`src/rtl/bru_pkg.sv`:
```
// bru_pkg: shared types and constants for the branch redirect unit.
package bru_pkg;
  localparam int INSN_BYTES = 4;
  localparam int TAG_W = 6;
  typedef enum logic [1:0] {IDLE, REDIRECT, DRAIN} bru_state_e;
  typedef struct packed {
    logic [TAG_W-1:0] tag;
    logic             mispred;
  } branch_resolve_t;
  typedef struct packed {
    logic        valid;
    logic [63:0] pc;
  } redirect_t;
endpackage

```
`src/rtl/bru_perf_counter.sv`:
```
// bru_perf_counter: enable-driven wrapping event counter.
module bru_perf_counter #(
  parameter int W = 32
) (
  input  logic         clk,
  input  logic         rst,
  input  logic         en_i,
  output logic [W-1:0] count_o
);
  logic [W-1:0] cnt_q;
  always_ff @(posedge clk) begin
    if (rst) cnt_q <= '0;
    else if (en_i) cnt_q <= cnt_q + W'(1);
  end
  assign count_o = cnt_q;
endmodule

```
`src/rtl/bru_redirect_unit.sv`:
```
// bru_redirect_unit: resolves branches against prediction, reports to ROB, flushes and redirects fetch.
module bru_redirect_unit
  import bru_pkg::*;
#(
  parameter int ROB_TAG_W    = 6,
  parameter int DRAIN_CYCLES = 3,
  parameter int CNT_W        = 32
) (
  input  logic                 clk,
  input  logic                 rst,
  input  logic                 in_valid,
  output logic                 in_ready,
  input  logic                 in_taken,
  input  logic [63:0]          in_target,
  input  logic [63:0]          in_pc,
  input  logic [ROB_TAG_W-1:0] in_rob_tag,
  input  logic                 in_pred_taken,
  input  logic [63:0]          in_pred_target,
  output logic                 rob_resolve_valid,
  output logic [ROB_TAG_W-1:0] rob_resolve_tag,
  output logic                 rob_resolve_mispred,
  output logic                 flush_valid,
  output logic [ROB_TAG_W-1:0] flush_tag,
  output logic                 fe_redirect_valid,
  output logic [63:0]          fe_redirect_pc,
  input  logic                 fe_redirect_ready,
  output logic [CNT_W-1:0]     branch_count,
  output logic [CNT_W-1:0]     mispred_count
);
  localparam int DW = $clog2(DRAIN_CYCLES + 1);
  bru_state_e      state_q;
  logic [DW-1:0]   drain_q;
  branch_resolve_t res_q;
  redirect_t       redir_q;
  logic            rv_q, flush_q;
  logic            accept, mispred;
  logic [63:0]     seq_pc, act_pc, pred_pc;
  // Ready depends only on state and reset, never on in_valid.
  assign in_ready = (state_q == IDLE) && !rst;
  assign accept   = in_valid && in_ready;
  assign seq_pc   = in_pc + 64'(INSN_BYTES);
  assign act_pc   = in_taken ? in_target : seq_pc;
  assign pred_pc  = in_pred_taken ? in_pred_target : seq_pc;
  assign mispred  = act_pc != pred_pc;
  always_ff @(posedge clk) begin
    if (rst) begin
      state_q <= IDLE;
      drain_q <= '0;
      res_q   <= '0;
      redir_q <= '0;
      rv_q    <= 1'b0;
      flush_q <= 1'b0;
    end else begin
      rv_q    <= accept;
      flush_q <= accept && mispred;
      if (accept) res_q <= '{tag: TAG_W'(in_rob_tag), mispred: mispred};
      if (state_q == IDLE && accept && mispred) begin
        state_q <= REDIRECT;
        redir_q <= '{valid: 1'b1, pc: act_pc};
      end else if (state_q == REDIRECT && fe_redirect_ready) begin
        state_q       <= DRAIN;
        drain_q       <= DW'(DRAIN_CYCLES);
        redir_q.valid <= 1'b0;
      end else if (state_q == DRAIN) begin
        drain_q <= drain_q - DW'(1);
        if (drain_q == DW'(1)) state_q <= IDLE;
      end
    end
  end
  assign rob_resolve_valid   = rv_q;
  assign rob_resolve_tag     = ROB_TAG_W'(res_q.tag);
  assign rob_resolve_mispred = res_q.mispred;
  assign flush_valid         = flush_q;
  assign flush_tag           = ROB_TAG_W'(res_q.tag);
  assign fe_redirect_valid   = redir_q.valid;
  assign fe_redirect_pc      = redir_q.pc;
  bru_perf_counter #(.W(CNT_W)) u_branch_cnt (
    .clk(clk), .rst(rst), .en_i(accept), .count_o(branch_count)
  );
  bru_perf_counter #(.W(CNT_W)) u_mispred_cnt (
    .clk(clk), .rst(rst), .en_i(accept && mispred), .count_o(mispred_count)
  );
endmodule

```
`config.mk`:
```
export PLATFORM = sky130hd
export DESIGN_NAME = bru_redirect_unit
export DESIGN_NICKNAME = d
export VERILOG_FILES = /design/src/rtl/bru_pkg.sv /design/src/rtl/bru_perf_counter.sv /design/src/rtl/bru_redirect_unit.sv
export SDC_FILE = /design/constraint.sdc
export NUM_CORES = 1
export LEC_CHECK = 0
export BUFFER_PORTS_ARGS = -buffer_cell sky130_fd_sc_hd__buf_4
export CORE_AREA = 2 2 177 179
export CTS_CLUSTER_SIZE = 8
export DETAILED_ROUTE_END_ITERATION = 7
export DIE_AREA = 0 0 179 181
export GPL_TIMING_DRIVEN = 0
export HOLD_SLACK_MARGIN = 0.08
export PLACE_DENSITY = 0.6
export SLEW_MARGIN = 10
export SYNTH_ARGS = -nofsm -noshare
export SYNTH_HDL_FRONTEND = slang
export SYNTH_SLANG_ARGS = --single-unit
```
`constraint.sdc`:
```
create_clock -name clk -period 8.18 [get_ports clk]
set_clock_uncertainty 0.05 [all_clocks]
set_input_delay 2.454 -clock clk [delete_from_list [all_inputs] [get_ports clk]]
set_output_delay 2.454 -clock clk [all_outputs]
set_load 0.005 [all_outputs]
```
* After elaboration in Yosys (flattened, before gate mapping) *
Index checks and enable logic that the tools add are counted.
Widths: inputs -> output; s select.

word-level totals
  logic and storage cells = 47
  bits of input ports = 204
  output and inout port bits = 145
  flip-flop bits (word level) = 142

operators by class
  add/subtract/negate cells = 4
  muxes and demuxes = 10
  reductions and logical operators = 17
  bitwise logic cells = 1
  equality and inequality tests = 4

operator list
  cell                   count
  $mux 64                2
  $add 32x1->32 const B  2
  $add 64x3->64 const B  1
  $ne 64x64->1           1
  $mux 2                 5
  $logic_and 1x1->1      6
  $reduce_and 2->1       3
  $reduce_bool 2->1      3
  $reduce_bool 3->1      2
  $eq 2x1->1 const B     2
  $mux 1                 3
  $eq 2x2->1 const B     1
  $logic_not 2->1        1
  $reduce_or 2->1        1
  $sub 2x1->2 const B    1
  $logic_not 1->1        1
  $not 1->1              1

* Logic depth before layout (Yosys ltp) *
Gate-level depths: netlist of the first run.

  depth in word-level cells = 7
  mapped depth = 18
  gate-level depth less buffers = 14

* By module *
From an unflattened synthesis of the first run, not the netlist that was laid out.

second synthesis, totals
  cell total of the unflattened synthesis = 1671
  area, all modules = 12639.6 µm²

by module, submodules not included
  module             area each (µm²)  cells an instance  sequential area each (µm²)  times used
  bru_redirect_unit  9511.6           1309               1561.5                      1
  bru_perf_counter   1564.0           181                640.6                       2

* Worst setup path after synthesis of the first run *
OpenSTA, ideal clock, no wires.

  kind = in2reg
  start = input port in_pc[6]
  end = register u_mispred_cnt.cnt_q[30] (netlist: u_mispred_cnt.count_o[30])
  buffers on the path = 3
  slack = 1857 ps
  arrival time = 6149 ps
  stages on the path = 15
  data required time = 8007 ps
  library setup time = 123 ps
  cells stage by stage = buf_2 -> nand4_1 -> or4_1 -> buf_2 -> nor4_1 -> xor2_1 -> mux2i_1 -> xnor2_1 -> or4_1 -> o41ai_1 -> nand4_2 -> o21ai_4 -> buf_6 -> nor4_1 -> mux2_1

on the way
  word-level cells in the longest chain between the ends = 4
  elaborated cells between the ends (all ways) = 5
  those cells by class = add/sub (1); eq/ne (1); mux (2); reduce/logical (1)

ends and longest elaborated chain
  what                        RTL line                                          RTL
  start, declared             bru_redirect_unit.sv:15                           input logic [63:0] in_pc,
  $add 64x3->64 *             bru_redirect_unit.sv:41                           assign seq_pc = in_pc + 64'(INSN_BYTES);
  $mux 64 (on tied branches)  bru_redirect_unit.sv:42, bru_redirect_unit.sv:43
  $ne 64x64->1 *              bru_redirect_unit.sv:44                           assign mispred = act_pc != pred_pc;
  $logic_and 1x1->1 *         bru_redirect_unit.sv:81                           .clk(clk), .rst(rst), .en_i(accept && mispred), .count_o(mispred_count)
  end signal, assigned        bru_perf_counter.sv:13                            else if (en_i) cnt_q <= cnt_q + W'(1);
  end, declared               bru_perf_counter.sv:10                            logic [W-1:0] cnt_q;

Mark *: on every way between the ends. The rest lies on a longest branch, timed or not.
A chain may end at the register's enable or synchronous reset.

* Final worst setup path of the first run *
  start = input port in_pc[2]
  end = register redir_q, in the netlist fe_redirect_pc[32]

on the way
  word-level cells in the longest chain between the ends = 4
  elaborated cells between the ends (all ways) = 5
  those cells by class = add/sub (1); eq/ne (1); mux (2); reduce/logical (1)

ends and longest elaborated chain
  what                        RTL line                                          RTL
  $add 64x3->64 *             bru_redirect_unit.sv:41
  $mux 64 (on tied branches)  bru_redirect_unit.sv:42, bru_redirect_unit.sv:43
  $ne 64x64->1                bru_redirect_unit.sv:44
  $logic_and 1x1->1           bru_redirect_unit.sv:57                           if (state_q == IDLE && accept && mispred) begin
  end signal, assigned        bru_redirect_unit.sv:59                           redir_q <= '{valid: 1'b1, pc: act_pc};
  end, declared               bru_redirect_unit.sv:34                           redirect_t redir_q;

Marked as above.

==> results.cfg, run 1 <==
[floorplan]
num_io_pins = 349
core_sq_um = 30350
die-area_sq_um = 32400
dieWidth_um = 179
die_h_um = 181
start_util = 0.3783
rows = 64

[route]
antenna_left = 0
via_count = 13470
vias_per_cell = 5.925
drt_iter0_drc = 1478
drt_first_pass_iters = 7
wl_per_cell_um = 25.83
routed_wl_mm = 58.71
drc = 0

[clocking]
cts.sinks = 142
clk_pin_slew_worst_paths_ps = 60
clockBufferDepth = 2
cts-hold-fix-buffers = 0
cts_buffers = 17
cts.repair.resized = 0
insertion_delay_ps = 430
cts_setup_buffers = 0
cts-root-buf = clkbuf_16
htreeDepth = 4
cts_tree = done

[hold_path]
worstHoldStart = fe_redirect_pc[62]
hp-class = reg -> reg

[worst_setup_path]
r2r_start = u_mispred_cnt.count_o[6]
start_kind = input pin
cp-end-kind = flip-flop
setup.worst_path.start = in_pc[2]
worstPathArrival_ps = 7760
worst-path-max-fanout = 10
critPathRequiredTime_ps = 8420
critPathKind = in -> reg

[logic_synthesis]
synthTopCellsByCount = 142 x dfxtp_1, 136 x nand2_1, 122 x nor2_1, 115 x xnor2_1, 104 x a21oi_1
synth_top_area_frac = 0.2476
syn_inst = 1517
yosysWarningCount = 0
postSynthAreaPerCell_sq_um = 7.567
synthFlopType = dfxtp_1
ys_seq_elements = 142
synth-edff-count = 0
synth.area.top_cells = dfxtp_1 25%, xnor2_1 8.8%, xor2_1 7.2%, a21oi_1 4.5%, nand2_1 4.4%
synth_area_sq_um = 11480
synth.most_common_cell = dfxtp_1
async_flop_share = 0
yosysUniqueCellTypes = 86
ys_seq_area_frac = 0.2476
syn_nets = 1725
synth_top_cell_by_area = dfxtp_1

[sta]
worstMarginPinSlew_ps = 1191
hold_viol = 0
rsz0062_at_grt = false
fmax_mhz = 133.0
period_share = 0.9191
period_minus_slack_ps = 7518
tns_ps = 0
relSlewSlack = 0.1984
setup_violations = 0
slew_viol_final = 0

[cells_and_area]
syn_to_final_growth_pct = 30.62
stdcell_area_sq_um = 14990
nets = 2069
drive_above_1_share = 0.2268

[global_routing]
grt_pass1_wl_mm = 83.70
grt_max_degree = 17
antenna_found_initial = 3
grt_overflow = 0
grt_usage = 0.3525
grt_pass1_vias = 12640

[job]
maxCapViolations = 0

[placement]
gp_congestion = 1.010
io_buffers = 325
placement.cell_area_sq_um = 14420
dpl.hpwl_mm = 48.71

[pwr]
p_leak_nw = 5.765
swShare = 0.3431
power_frac_comb = 0.277
p_clk_frac = 0.364
peakVddDrop_mv = 0.1404
p_sw_mw = 0.7119
seq_power_share = 0.359
internal_power_mw = 1.363
powerDensity_nw_per_um2 = 138.4

[status]
outcome = finished clean
[power groups by stage]
stage               Combinational, mW  Sequential [mW]  Clock, mW
finish                          0.575            0.746      0.755
global route                    0.605            0.749      0.794
CTS                             0.561            0.746      0.767
detailed placement              0.559            0.761          0
global placement                0.560            0.759          0
floorplan                       0.261            0.758          0
[metrics by stage]
step,hold slack (ps),power (mW),setup WS [ps],utilization,instances
2_1_floorplan,398.2,1.019,1857,-,1517
3_3_place_gp,390.3,1.319,276.9,0.4750,2238
3_5_place_dp,399.0,1.320,368.5,0.4750,2238
4_1_cts,405.3,2.074,769.4,0.4938,2270
5_1_grt,431.1,2.149,374.4,0.4941,2273
6_report,403.0,2.075,661.5,0.4941,2273
[metal layers]
| layer | wire length, um | part of all wire | global-route usage | up-vias |
|---|---|---|---|---|
| li1 | - | - | - | 6228 |
| met1 | 24340 | 0.41 | 0.4693 | 6356 |
| met2 | 26400 | 0.45 | 0.5549 | 752 |
| met3 | 5078 | 0.086 | 0.05745 | 132 |
| met4 | 2890 | 0.049 | 0.1603 | 0 |
| met5 | 0 | 0 | 0 | - |
[sequential cells by signal (all words and copies together) (netlist names)]
register and flops:
state_q 2, rob_resolve_valid 1, u_branch_cnt.count_o 32, u_mispred_cnt.count_o 32, fe_redirect_valid 1, rob_resolve_mispred 1, fe_redirect_pc 64, flush_tag 6
drain_q 2, flush_valid 1
[worst max-delay path, stage by stage]
cell	delay, ps
buf_4	140
ha_1	260
and4_1	200
clkbuf_1	350
nand2_1	320
nor3_2	780
nand3_1	320
xnor2_1	210
o311ai_0	340
o21ai_0	150
nor4b_1	500
o2111ai_2	450
o21ai_4	480
inv_2	180
buf_2	270
o211ai_1	240
nand2_1	100
[path summary, 6_finish.rpt]
check / to / slack [ps] / depth (start not counted)
max: fe_redirect_pc[32] / 660 / 17
min: fe_redirect_pc[62] / 400 / 2
max reg2reg: u_mispred_cnt.count_o[26] / 4540 / 12
min reg2reg: fe_redirect_pc[62] / 400 / 2
[area by class of cell]
type	instances	area [sq um]
fillers	3143	15350
inverters	34	127.6
repair buffers	325	2440
flip-flops and latches	142	2843
multi-input cells	1235	8016
clock buffers	17	425.4
clock inverters	15	146.4
diodes	3	7.507
plain buffers	106	493.0
well taps	396	495.5
[layout by cell type (no fill, tap or decap), types with 19 or more instances in the layout]
| cell | synthesis | routed |
|---|---|---|
| o21ai_1 | 19 | 19 |
| or3_1 | 19 | 19 |
| nand2b_1 | 20 | 20 |
| xnor2_1 | 115 | 115 |
| and3_1 | 27 | 27 |
| buf_4 | 8 | 333 |
| o31ai_1 | 20 | 20 |
| clkbuf_1 | 67 | 67 |
| o21ai_0 | 72 | 72 |
| nand2_1 | 136 | 136 |
| nor2_1 | 122 | 122 |
| nor3_1 | 35 | 35 |
| nor4_1 | 33 | 33 |
| dfxtp_1 | 142 | 142 |
| inv_1 | 32 | 32 |
| nand3_1 | 57 | 57 |
| mux2i_1 | 20 | 20 |
| nand3b_1 | 51 | 51 |
| buf_2 | 22 | 22 |
| a21oi_1 | 104 | 104 |
| nand4_1 | 55 | 55 |
| xor2_1 | 94 | 94 |
[logic make-up after synthesis]
kind of cell,synth area share
AOI/OAI and AO/OA,0.1883
xor gates and xnor gates,0.1714
adders and majority gates,0.004360
buffers and inverters,0.05406
DFF,0.2476
muxes,0.02627
and+or+nand+nor,0.3079
Power figures use the tool's default switching activity.
==> run 2: changes to the inputs <==
--- a/config.mk
+++ b/config.mk
@@ -7,12 +7,12 @@
 export LEC_CHECK = 0
 export BUFFER_PORTS_ARGS = -buffer_cell sky130_fd_sc_hd__buf_4
 export CORE_AREA = 2 2 177 179
-export CTS_CLUSTER_SIZE = 8
+export CTS_CLUSTER_SIZE = 10
 export DETAILED_ROUTE_END_ITERATION = 7
 export DIE_AREA = 0 0 179 181
 export GPL_TIMING_DRIVEN = 0
 export HOLD_SLACK_MARGIN = 0.08
-export PLACE_DENSITY = 0.6
+export PLACE_DENSITY = 0.67
 export SLEW_MARGIN = 10
 export SYNTH_ARGS = -nofsm -noshare
 export SYNTH_HDL_FRONTEND = slang
==> run 2 against run 1 <==
Final cell count did not move; global-route usage fell by 1.9 points; sequential share of layout area fell by 0.057 points; critical path depth did not move; setup slack got worse by 53 ps; wire length fell by 5.1%; via count rose by 1.5%; combinational power fell by 2%; final area rose by 0.30%; die area did not move; hold slack improved by 8.4 ps; total power rose by 2.4%; critical path type unchanged; critical endpoint is now fe_redirect_pc[60]; largest cell class unchanged; highest routed layer unchanged.
==> results.cfg, run 2 (synthesis results as in run 1) <==
[pwr]
total_power_mw = 2.125
p_leak_nw = 5.784
swShare = 0.3289
powerDensity_nw_per_um2 = 141.3
seq_power_share = 0.351
p_clk_frac = 0.382
p_sw_mw = 0.6991
internal_power_mw = 1.426
power_frac_comb = 0.266
peakVddDrop_mv = 0.1352

[worst_setup_path]
rr_worst_depth = 12
reg2reg_to = u_mispred_cnt.count_o[26]
critPathRequiredTime_ps = 8410
critPathKind = in -> reg
worst-path-max-fanout = 10
cp-end-kind = flip-flop
start_kind = input pin
r2r_start = u_mispred_cnt.count_o[6]
r2r_slack_ps = 4640
worstPathArrival_ps = 7800

[clocking]
cts_setup_buffers = 0
cts.repair.resized = 0
htreeDepth = 4
clockBufferDepth = 2
cts_tree = done
clk_pin_slew_worst_paths_ps = 60
cts-root-buf = clkbuf_16
cts-hold-fix-buffers = 0
insertion_delay_ps = 430
cts_buffers = 17
cts.sinks = 142

[floorplan]
die-area_sq_um = 32400
dieWidth_um = 179
num_io_pins = 349
core_sq_um = 30350
start_util = 0.3783
die_h_um = 181
rows = 64

[route]
drt_first_pass_iters = 6
drc = 0
drt_iter0_drc = 1445
vias_per_cell = 6.015
antenna_left = 0
wl_per_cell_um = 24.52
routed_wl_mm = 55.74
via_count = 13670

[hold_path]
hold_path_end = fe_redirect_valid
worstHoldStart = fe_redirect_valid
hp-class = reg -> reg
whs_path_depth = 2

[cells_and_area]
nets = 2069
drive_above_1_share = 0.2268
finalNonFillerCells = 2273
largest_reg_flops = 64
syn_to_final_growth_pct = 31.01
mostFrequentLayoutCell = buf_4
regArea_sq_um = 2843
multiInputGateArea_sq_um = 8016
final.fill_count = 3082
mostFrequentLayoutCells = 333 x buf_4, 142 x dfxtp_1, 136 x nand2_1

[sta]
relSlewSlack = 0.1016
tns_ps = 0
fmax_mhz = 132.1
period_share = 0.9256
rsz0062_at_grt = false
finalWorstSetupSlack_ps = 608.4
slew_viol_final = 0
setup_violations = 0
period_minus_slack_ps = 7572
worstMarginPinSlew_ps = 1335
hold_viol = 0

[global_routing]
grt_pass1_vias = 12740
antenna_found_initial = 3
grt_max_degree = 17
grt_overflow = 0
grt_pass1_wl_mm = 80.47
grt_usage = 0.3337

[job]
maxCapViolations = 0

[placement]
dpl.hpwl_mm = 46.30
pre_cts_slack_ps = 339.6
dp_cells = 2238
io_buffers = 325
gp_congestion = 1.032

[status]
outcome = finished clean
run 2: worst max-delay path: stages:
cell	delay, ps
buf_4	140
ha_1	270
and4_1	210
clkbuf_1	360
nand2_1	320
nor3_2	770
nand3_1	310
xnor2_1	210
o311ai_0	330
o21ai_0	140
nor4b_1	570
o2111ai_2	480
o21ai_4	470
inv_2	170
buf_2	260
o211ai_1	190
a21oi_1	110
run 2: worst max-delay path by stage:
stage | startpoint | endpoint | cells past startpoint
after floorplan | in_pc[6] | u_mispred_cnt.count_o[30] | 15
after global placement | in_pc[2] | fe_redirect_pc[60] | 17
after detailed placement | in_pc[2] | fe_redirect_pc[60] | 17
after CTS | in_pc[2] | fe_redirect_pc[60] | 17
after global routing | in_pc[2] | fe_redirect_pc[60] | 17
final | in_pc[2] | fe_redirect_pc[60] | 17
run 2: layer usage:
layer	up-vias	global-route usage	part of all wire
met5	-	0	0
met4	0	0.1454	0.044
met3	129	0.05177	0.099
met2	833	0.5297	0.45
met1	6483	0.4449	0.41
li1	6227	-	-
run 2: per-stage QoR:
stage | utilization | area (sq um) | hold slack, ps
after floorplan | - | 11480 | 398.2
after global placement | 0.4750 | 14420 | 393.0
after detailed placement | 0.4750 | 14420 | 402.3
after CTS | 0.4953 | 15030 | 411.0
after global routing | 0.4955 | 15040 | 428.7
final | 0.4955 | 15040 | 411.4
run 2: power by group through the flow:
stage / Sequential (mW) / Clock (mW) / Combinational, mW
3_5_place_dp: 0.761 / 0 / 0.549
2_1_floorplan: 0.758 / 0 / 0.261
4_1_cts: 0.746 / 0.821 / 0.551
5_1_grt: 0.749 / 0.852 / 0.595
6_report: 0.746 / 0.813 / 0.566
3_3_place_gp: 0.760 / 0 / 0.549
run 2: cell type report:
type	instances	share of cell area
Antenna cell	3	0.0004992
Buffer	106	0.03278
Clock buffer	17	0.02829
Clock inverter	15	0.01273
Inverter	34	0.008486
Multi-Input combinational cell	1235	0.5330
Sequential cell	142	0.1890
Tap cell	396	0.03295
Timing Repair Buffer	325	0.1622
